$ cat config.mk
export PLATFORM = sky130hd
export DESIGN_NAME = instr_fetch_queue
export DESIGN_NICKNAME = d
export VERILOG_FILES = /design/src/rtl/ifq_pkg.sv /design/src/rtl/ifq_fifo.sv /design/src/rtl/instr_fetch_queue.sv
export SDC_FILE = /design/constraint.sdc
export NUM_CORES = 1
export LEC_CHECK = 0
export CORE_MARGIN = 2
export CORE_UTILIZATION = 53
export DETAILED_ROUTE_END_ITERATION = 16
export PLACE_DENSITY = 0.79
export SKIP_LAST_GASP = 1
export SYNTH_ARGS = -nofsm -noshare
export SYNTH_HDL_FRONTEND = slang
export SYNTH_SLANG_ARGS = --single-unit
export TNS_END_PERCENT = 100
$ cat constraint.sdc
create_clock -name clk_i -period 4.1 [get_ports clk_i]
set_input_delay 0.615 -clock clk_i [delete_from_list [all_inputs] [get_ports clk_i]]
set_output_delay 0.615 -clock clk_i [all_outputs]
set_load 0.005 [all_outputs]
$ cat src/rtl/ifq_pkg.sv
// Shared types and defaults for the instruction fetch queue.
package ifq_pkg;

   typedef enum logic [1:0] {
      ST_IDLE,
      ST_WAIT,
      ST_DROP
   } ifq_state_e;

   localparam int unsigned IFQ_DEFAULT_DEPTH    = 4;
   localparam logic [31:0] IFQ_DEFAULT_RESET_PC = 32'h0000_0000;

   typedef struct packed {
      logic [31:0] instr;
      logic [31:0] pc4;
   } ifq_entry_t;

endpackage

$ cat src/rtl/ifq_fifo.sv
// Circular buffer of fetched {instr, pc4} entries with synchronous clear.
module ifq_fifo
   import ifq_pkg::*;
#(
   parameter int unsigned DEPTH = IFQ_DEFAULT_DEPTH
) (
   input  logic                     clk_i,
   input  logic                     rst_i,
   input  logic                     clear_i,
   input  logic                     push_i,
   input  ifq_entry_t               push_data_i,
   input  logic                     pop_i,
   output ifq_entry_t               head_o,
   output logic                     full_o,
   output logic                     empty_o,
   output logic [$clog2(DEPTH):0]   count_o
);
   localparam int unsigned AW = $clog2(DEPTH);
   localparam int unsigned CW = AW + 1;

   ifq_entry_t    mem_q [DEPTH];
   ifq_entry_t    mem_d [DEPTH];
   logic [AW-1:0] rd_ptr_q, rd_ptr_d;
   logic [AW-1:0] wr_ptr_q, wr_ptr_d;
   logic [CW-1:0] count_q, count_d;
   logic          do_push, do_pop;

   assign full_o  = (count_q == CW'(DEPTH));
   assign empty_o = (count_q == '0);
   assign count_o = count_q;
   assign head_o  = mem_q[rd_ptr_q];
   assign do_pop  = pop_i && !empty_o;
   assign do_push = push_i && (!full_o || do_pop);

   always_comb begin
      mem_d    = mem_q;
      rd_ptr_d = rd_ptr_q;
      wr_ptr_d = wr_ptr_q;
      count_d  = count_q;
      // Clear wins over any push/pop in the same cycle.
      if (clear_i) begin
         rd_ptr_d = '0;
         wr_ptr_d = '0;
         count_d  = '0;
      end else begin
         if (do_push) begin
            mem_d[wr_ptr_q] = push_data_i;
            wr_ptr_d        = wr_ptr_q + AW'(1);
         end
         if (do_pop) begin
            rd_ptr_d = rd_ptr_q + AW'(1);
         end
         case ({do_push, do_pop})
            2'b10:   count_d = count_q + CW'(1);
            2'b01:   count_d = count_q - CW'(1);
            default: count_d = count_q;
         endcase
      end
   end

   always_ff @(posedge clk_i or posedge rst_i) begin
      if (rst_i) begin
         rd_ptr_q <= '0;
         wr_ptr_q <= '0;
         count_q  <= '0;
      end else begin
         rd_ptr_q <= rd_ptr_d;
         wr_ptr_q <= wr_ptr_d;
         count_q  <= count_d;
      end
   end

   always_ff @(posedge clk_i) begin
      mem_q <= mem_d;
   end

endmodule

$ cat src/rtl/instr_fetch_queue.sv
// Instruction fetch FSM with PC tracking feeding ifq_fifo.
// Define IFQ_PERF_COUNTERS_EN to build the saturating fetch/drop counters.
module instr_fetch_queue
   import ifq_pkg::*;
#(
   parameter int unsigned DEPTH    = IFQ_DEFAULT_DEPTH,
   parameter logic [31:0] RESET_PC = IFQ_DEFAULT_RESET_PC
) (
   input  logic        clk_i,
   input  logic        rst_i,
   output logic        mem_req_o,
   output logic [31:0] mem_addr_o,
   input  logic        mem_ack_i,
   input  logic [31:0] mem_data_i,
   input  logic        redirect_i,
   input  logic [31:0] redirect_pc_i,
   output logic        instr_valid_o,
   output logic [31:0] instr_o,
   output logic [31:0] pc4_o,
   input  logic        instr_ready_i,
   output logic [31:0] fetch_cnt_o,
   output logic [31:0] drop_cnt_o
);
   localparam int unsigned CW = $clog2(DEPTH) + 1;

   ifq_state_e    state_q, state_d;
   logic          mem_req_q, mem_req_d;
   logic [31:0]   mem_addr_q, mem_addr_d;
   logic [31:0]   fetch_pc_q, fetch_pc_d;

   logic          fifo_push, fifo_pop, fifo_clear;
   logic          fifo_full, fifo_empty;
   logic [CW-1:0] fifo_count;
   ifq_entry_t    push_entry, head_entry;

   always_comb begin
      state_d    = state_q;
      mem_req_d  = mem_req_q;
      mem_addr_d = mem_addr_q;
      fetch_pc_d = fetch_pc_q;
      fifo_push  = 1'b0;
      fifo_clear = redirect_i;
      fifo_pop   = instr_ready_i && !fifo_empty && !redirect_i;
      push_entry = '{instr: mem_data_i, pc4: mem_addr_q + 32'd4};

      if (redirect_i) begin
         fetch_pc_d = redirect_pc_i;
      end

      case (state_q)
         ST_IDLE: begin
            // Occupancy before any same-cycle pop decides issue.
            if (!redirect_i && (fifo_count < CW'(DEPTH))) begin
               state_d    = ST_WAIT;
               mem_req_d  = 1'b1;
               mem_addr_d = fetch_pc_q;
            end
         end
         ST_WAIT: begin
            if (mem_ack_i) begin
               state_d   = ST_IDLE;
               mem_req_d = 1'b0;
               if (!redirect_i) begin
                  fifo_push  = !fifo_full;
                  fetch_pc_d = fetch_pc_q + 32'd4;
               end
            end else if (redirect_i) begin
               state_d = ST_DROP;
            end
         end
         ST_DROP: begin
            if (mem_ack_i) begin
               state_d   = ST_IDLE;
               mem_req_d = 1'b0;
            end
         end
         default: begin
            state_d   = ST_IDLE;
            mem_req_d = 1'b0;
         end
      endcase
   end

   always_ff @(posedge clk_i or posedge rst_i) begin
      if (rst_i) begin
         state_q    <= ST_IDLE;
         mem_req_q  <= 1'b0;
         mem_addr_q <= RESET_PC;
         fetch_pc_q <= RESET_PC;
      end else begin
         state_q    <= state_d;
         mem_req_q  <= mem_req_d;
         mem_addr_q <= mem_addr_d;
         fetch_pc_q <= fetch_pc_d;
      end
   end

   ifq_fifo #(
      .DEPTH(DEPTH)
   ) u_fifo (
      .clk_i       (clk_i),
      .rst_i       (rst_i),
      .clear_i     (fifo_clear),
      .push_i      (fifo_push),
      .push_data_i (push_entry),
      .pop_i       (fifo_pop),
      .head_o      (head_entry),
      .full_o      (fifo_full),
      .empty_o     (fifo_empty),
      .count_o     (fifo_count)
   );

   assign mem_req_o     = mem_req_q;
   assign mem_addr_o    = mem_addr_q;
   assign instr_valid_o = !fifo_empty;
   assign instr_o       = head_entry.instr;
   assign pc4_o         = head_entry.pc4;

`ifdef IFQ_PERF_COUNTERS_EN
   logic [31:0] fetch_cnt_q, fetch_cnt_d;
   logic [31:0] drop_cnt_q, drop_cnt_d;
   logic        drop_evt;

   always_comb begin
      drop_evt    = mem_ack_i && ((state_q == ST_DROP) ||
                                  ((state_q == ST_WAIT) && redirect_i));
      fetch_cnt_d = fetch_cnt_q;
      drop_cnt_d  = drop_cnt_q;
      if (fifo_push && (fetch_cnt_q != '1)) begin
         fetch_cnt_d = fetch_cnt_q + 32'd1;
      end
      if (drop_evt && (drop_cnt_q != '1)) begin
         drop_cnt_d = drop_cnt_q + 32'd1;
      end
   end

   always_ff @(posedge clk_i or posedge rst_i) begin
      if (rst_i) begin
         fetch_cnt_q <= '0;
         drop_cnt_q  <= '0;
      end else begin
         fetch_cnt_q <= fetch_cnt_d;
         drop_cnt_q  <= drop_cnt_d;
      end
   end

   assign fetch_cnt_o = fetch_cnt_q;
   assign drop_cnt_o  = drop_cnt_q;
`else
   assign fetch_cnt_o = '0;
   assign drop_cnt_o  = '0;
`endif

endmodule

==> results.cfg <==
[die]
core-area_um2 = 25900
die_h_um = 166
rows = 59
start_util_pct = 53.8
io_pins = 231
die_w_um = 166
die-area_um2 = 27600

[synthesis]
synth_top_area_share_pct = 55.2
yosysWarnings = 0
synth_ff_type = edfxtp_1
async_flop_share_pct = 22.4
synth-seq-cells = 330
synth_edf_count = 256
yosysTopAreaCell = edfxtp_1
synth.distinct_cells = 50
syn_avg_cell_area_um2 = 16.8
synthTopCellsByArea = edfxtp_1 (55%), dfrtp_1 (13%), mux4_2 (10%), buf_4 (3.6%), mux2_2 (2.7%)
syn_inst = 830
syn_area_um2 = 13900
ys_seq_area_share_pct = 68.5

[power_and_ir_drop]
power.total_w = 0.0103
power_frac_comb_pct = 26.2
power_frac_seq_pct = 45.8
p_sw_w = 0.00279
max-vdd-ir-drop_uv = 433
power.leakage_nw = 5.74
sw_frac_of_total_pct = 27.2
internal-power_w = 0.00747
p_per_area_nw_per_um2 = 608
p_clk_share_pct = 28.0

[sta]
rsz0062_at_grt = false
finalMaxSlewViolations = 0
max_clock_freq_ghz = 0.294
setup_viol = 0
relSlewSlack_pct = 53.0
fin_worst_skew_ps = 18.0
whs_ps = 446
fin_crit_sh_pct = 82.9
finalHoldViolations = 0
fin_crit_ps = 3400
tightest_slew_ps = 699
fin_setup_tns_ps = 0

[hold_path]
hold_path.class = in -> async

[cts]
cts_setup_buffers = 0
ctsHoldBuffers = 0
clockBufferDepth = 3
cts.clk_slew.worst_paths_ps = 60
cts_tree = done
htree_levels = 2
cts_buffers = 34
cts_num_sinks = 330
cts.repair.resized = 0
clk_latency_ps = 500
root_buffer = clkbuf_16

[critical_path]
cp_data_arrival_time_ps = 2780
r2r_start = fetch_pc_q[2]
r2r_cells = 5
r2r-end = fetch_pc_q[28]
worstPathRequired_ps = 3480
start_kind = flip-flop
worstPathMaxFanout = 36
cp_slowest_stage_delay_ps = 900
worst_setup_path_end_kind = primary output
crit_path_cell_trace = buf_4 -> mux4_2 -> clkdlybuf4s50_1
reg2reg_slack_ps = 1770
cp_slowest_cell = dfrtp_4
crit_type = reg -> out

[drt]
vias = 7801
via_per_inst = 5.68
drt-total-wl_um = 28900
wl_per_cell_um = 21.1
drcViolationCount = 0
route.antenna.remaining_nets = 0
first_pass_iters = 5
dr.first_iter.drc_count = 703

[run_status]
outcome = finished, final reports clean

[cells_and_area]
drive_above_1_share_pct = 17.4
antennaDiodeCount = 0
fin_nets = 1094
area_delta_synth_final_pct = 21.2
fin_util_pct = 65.2

[global_route]
antenna_found_initial = 0
grt_start_max_net_pins = 47
grt_pass1_vias = 7881
use_met3_pct = 3.46
grt_overflow_total = 0
grt_busiest_layer = met2
grt_use_met2_pct = 33.7
grtUsageTotal_pct = 21.1
grt_pass1_wl_um = 45300
grt_util_met1_pct = 31.1

[run]
max-cap-violations = 0

[placed_design]
hpwl_um = 18800
io_buffers = 166
gp_congestion = 0.854
==> registers in the layout, indices dropped and copies added, names as in the netlist <==
signal	count
fetch_pc_q	32
mem_addr_o	32
mem_req_o	1
state_q	2
u_fifo.count_o	3
u_fifo.mem_q	256
u_fifo.rd_ptr_q	2
u_fifo.wr_ptr_q	2
==> stage by stage <==
step	cell area (µm²)	worst slack [ps]	std cells
2_1_floorplan	14200	1120	893
3_3_place_gp	15800	1210	1314
3_5_place_dp	15800	1170	1314
4_1_cts	16900	626	1373
5_1_grt	16900	547	1373
6_report	16900	701	1373
==> cell usage in the layout, fill, tap and decap left out, types with 4 or more instances in the layout <==
master and count:
a21oi_1 4, a31oi_1 17, and2_1 5, and3_1 5, and3_4 4, and4_1 8, buf_12 5, buf_4 12
clkbuf_1 10, clkbuf_16 36, clkdlybuf4s50_1 166, clkinv_2 4, conb_1 64, dfrtp_1 72, edfxtp_1 256, ha_1 9
inv_1 14, mux2_2 34, mux2i_1 5, mux4_2 64, nand2_1 36, nand3_1 24, nand4_1 16, nor2_1 29
nor3_1 7, nor4_1 4, o21ai_0 16, o31ai_1 16, or4_1 13, xnor2_1 32, xor2_1 7
==> kinds of logic after synthesis <==
| family | count (synthesis) | synth area share (%) |
|---|---|---|
| DFF | 330 | 68.5 |
| and+or+nand+nor | 174 | 6.91 |
| buffers and inverters | 112 | 4.89 |
| muxes | 103 | 13.5 |
| AOI/OAI and AO/OA | 61 | 2.86 |
| xor gates and xnor gates | 39 | 2.45 |
| adders and majority gates | 10 | 0.952 |
| other | 1 | 0.0269 |
==> worst max-delay path: cells and delay by family (launching register included) <==
kind / cells / cell delay (ps)
multiplexers: 1 / 540
flip-flops: 1 / 900
buffers and inverters: 2 / 830
==> cell usage after synthesis (4+ instances only) <==
cell type  instances
a21oi_1            4
a31oi_1           17
and2_1             5
and3_1             9
and4_1             8
buf_1              7
buf_2              5
buf_4             66
clkbuf_1          18
dfrtp_1           74
edfxtp_1         256
ha_1               9
inv_1             15
mux2_2            34
mux2i_1            5
mux4_2            64
nand2_1           36
nand3_1           24
nand4_1           16
nor2_1            30
nor3_1             7
nor4_1             4
o21ai_0           16
o31ai_1           16
or4_1             13
xnor2_1           32
xor2_1             7
==> routing by layer <==
layer  part of all wire, %  vias to the layer above
met2                    48                      321
met3                   6.8                       34
met1                    43                     3965
li1                      -                     3481
met5                     0                        -
met4                   1.5                        0
==> power by group through the flow <==
stage / clock network (W) / logic [W] / registers (W)
6_report: 0.00287 / 0.00269 / 0.00470
5_1_grt: 0.00305 / 0.00289 / 0.00477
4_1_cts: 0.00292 / 0.00273 / 0.00471
3_5_place_dp: 0 / 0.00270 / 0.00477
3_3_place_gp: 0 / 0.00263 / 0.00476
2_1_floorplan: 0 / 0.00152 / 0.00454
==> worst max path at each step <==
stage | start | depth (start not counted) | to | slack [ps]
final | u_fifo.rd_ptr_q[0] | 3 | instr_o[18] | 700
after global routing | u_fifo.rd_ptr_q[0] | 3 | instr_o[18] | 550
after CTS | u_fifo.rd_ptr_q[0] | 3 | instr_o[22] | 630
after detailed placement | u_fifo.rd_ptr_q[0] | 3 | instr_o[22] | 1170
after global placement | redirect_i | 4 | u_fifo.mem_q[184] | 1210
after floorplan | mem_ack_i | 3 | u_fifo.mem_q[0] | 1120
==> cell type report <==
cell class | instances | area (µm²)
sequential | 330 | 9540
timing repair buffer | 183 | 1850
clock inverter | 9 | 51.3
tap | 335 | 419
inverter | 15 | 56.3
clock buffer | 50 | 987
fill | 1732 | 9030
multi-input combinational | 451 | 3970
Note: power is estimated with default switching activity, not from simulation.
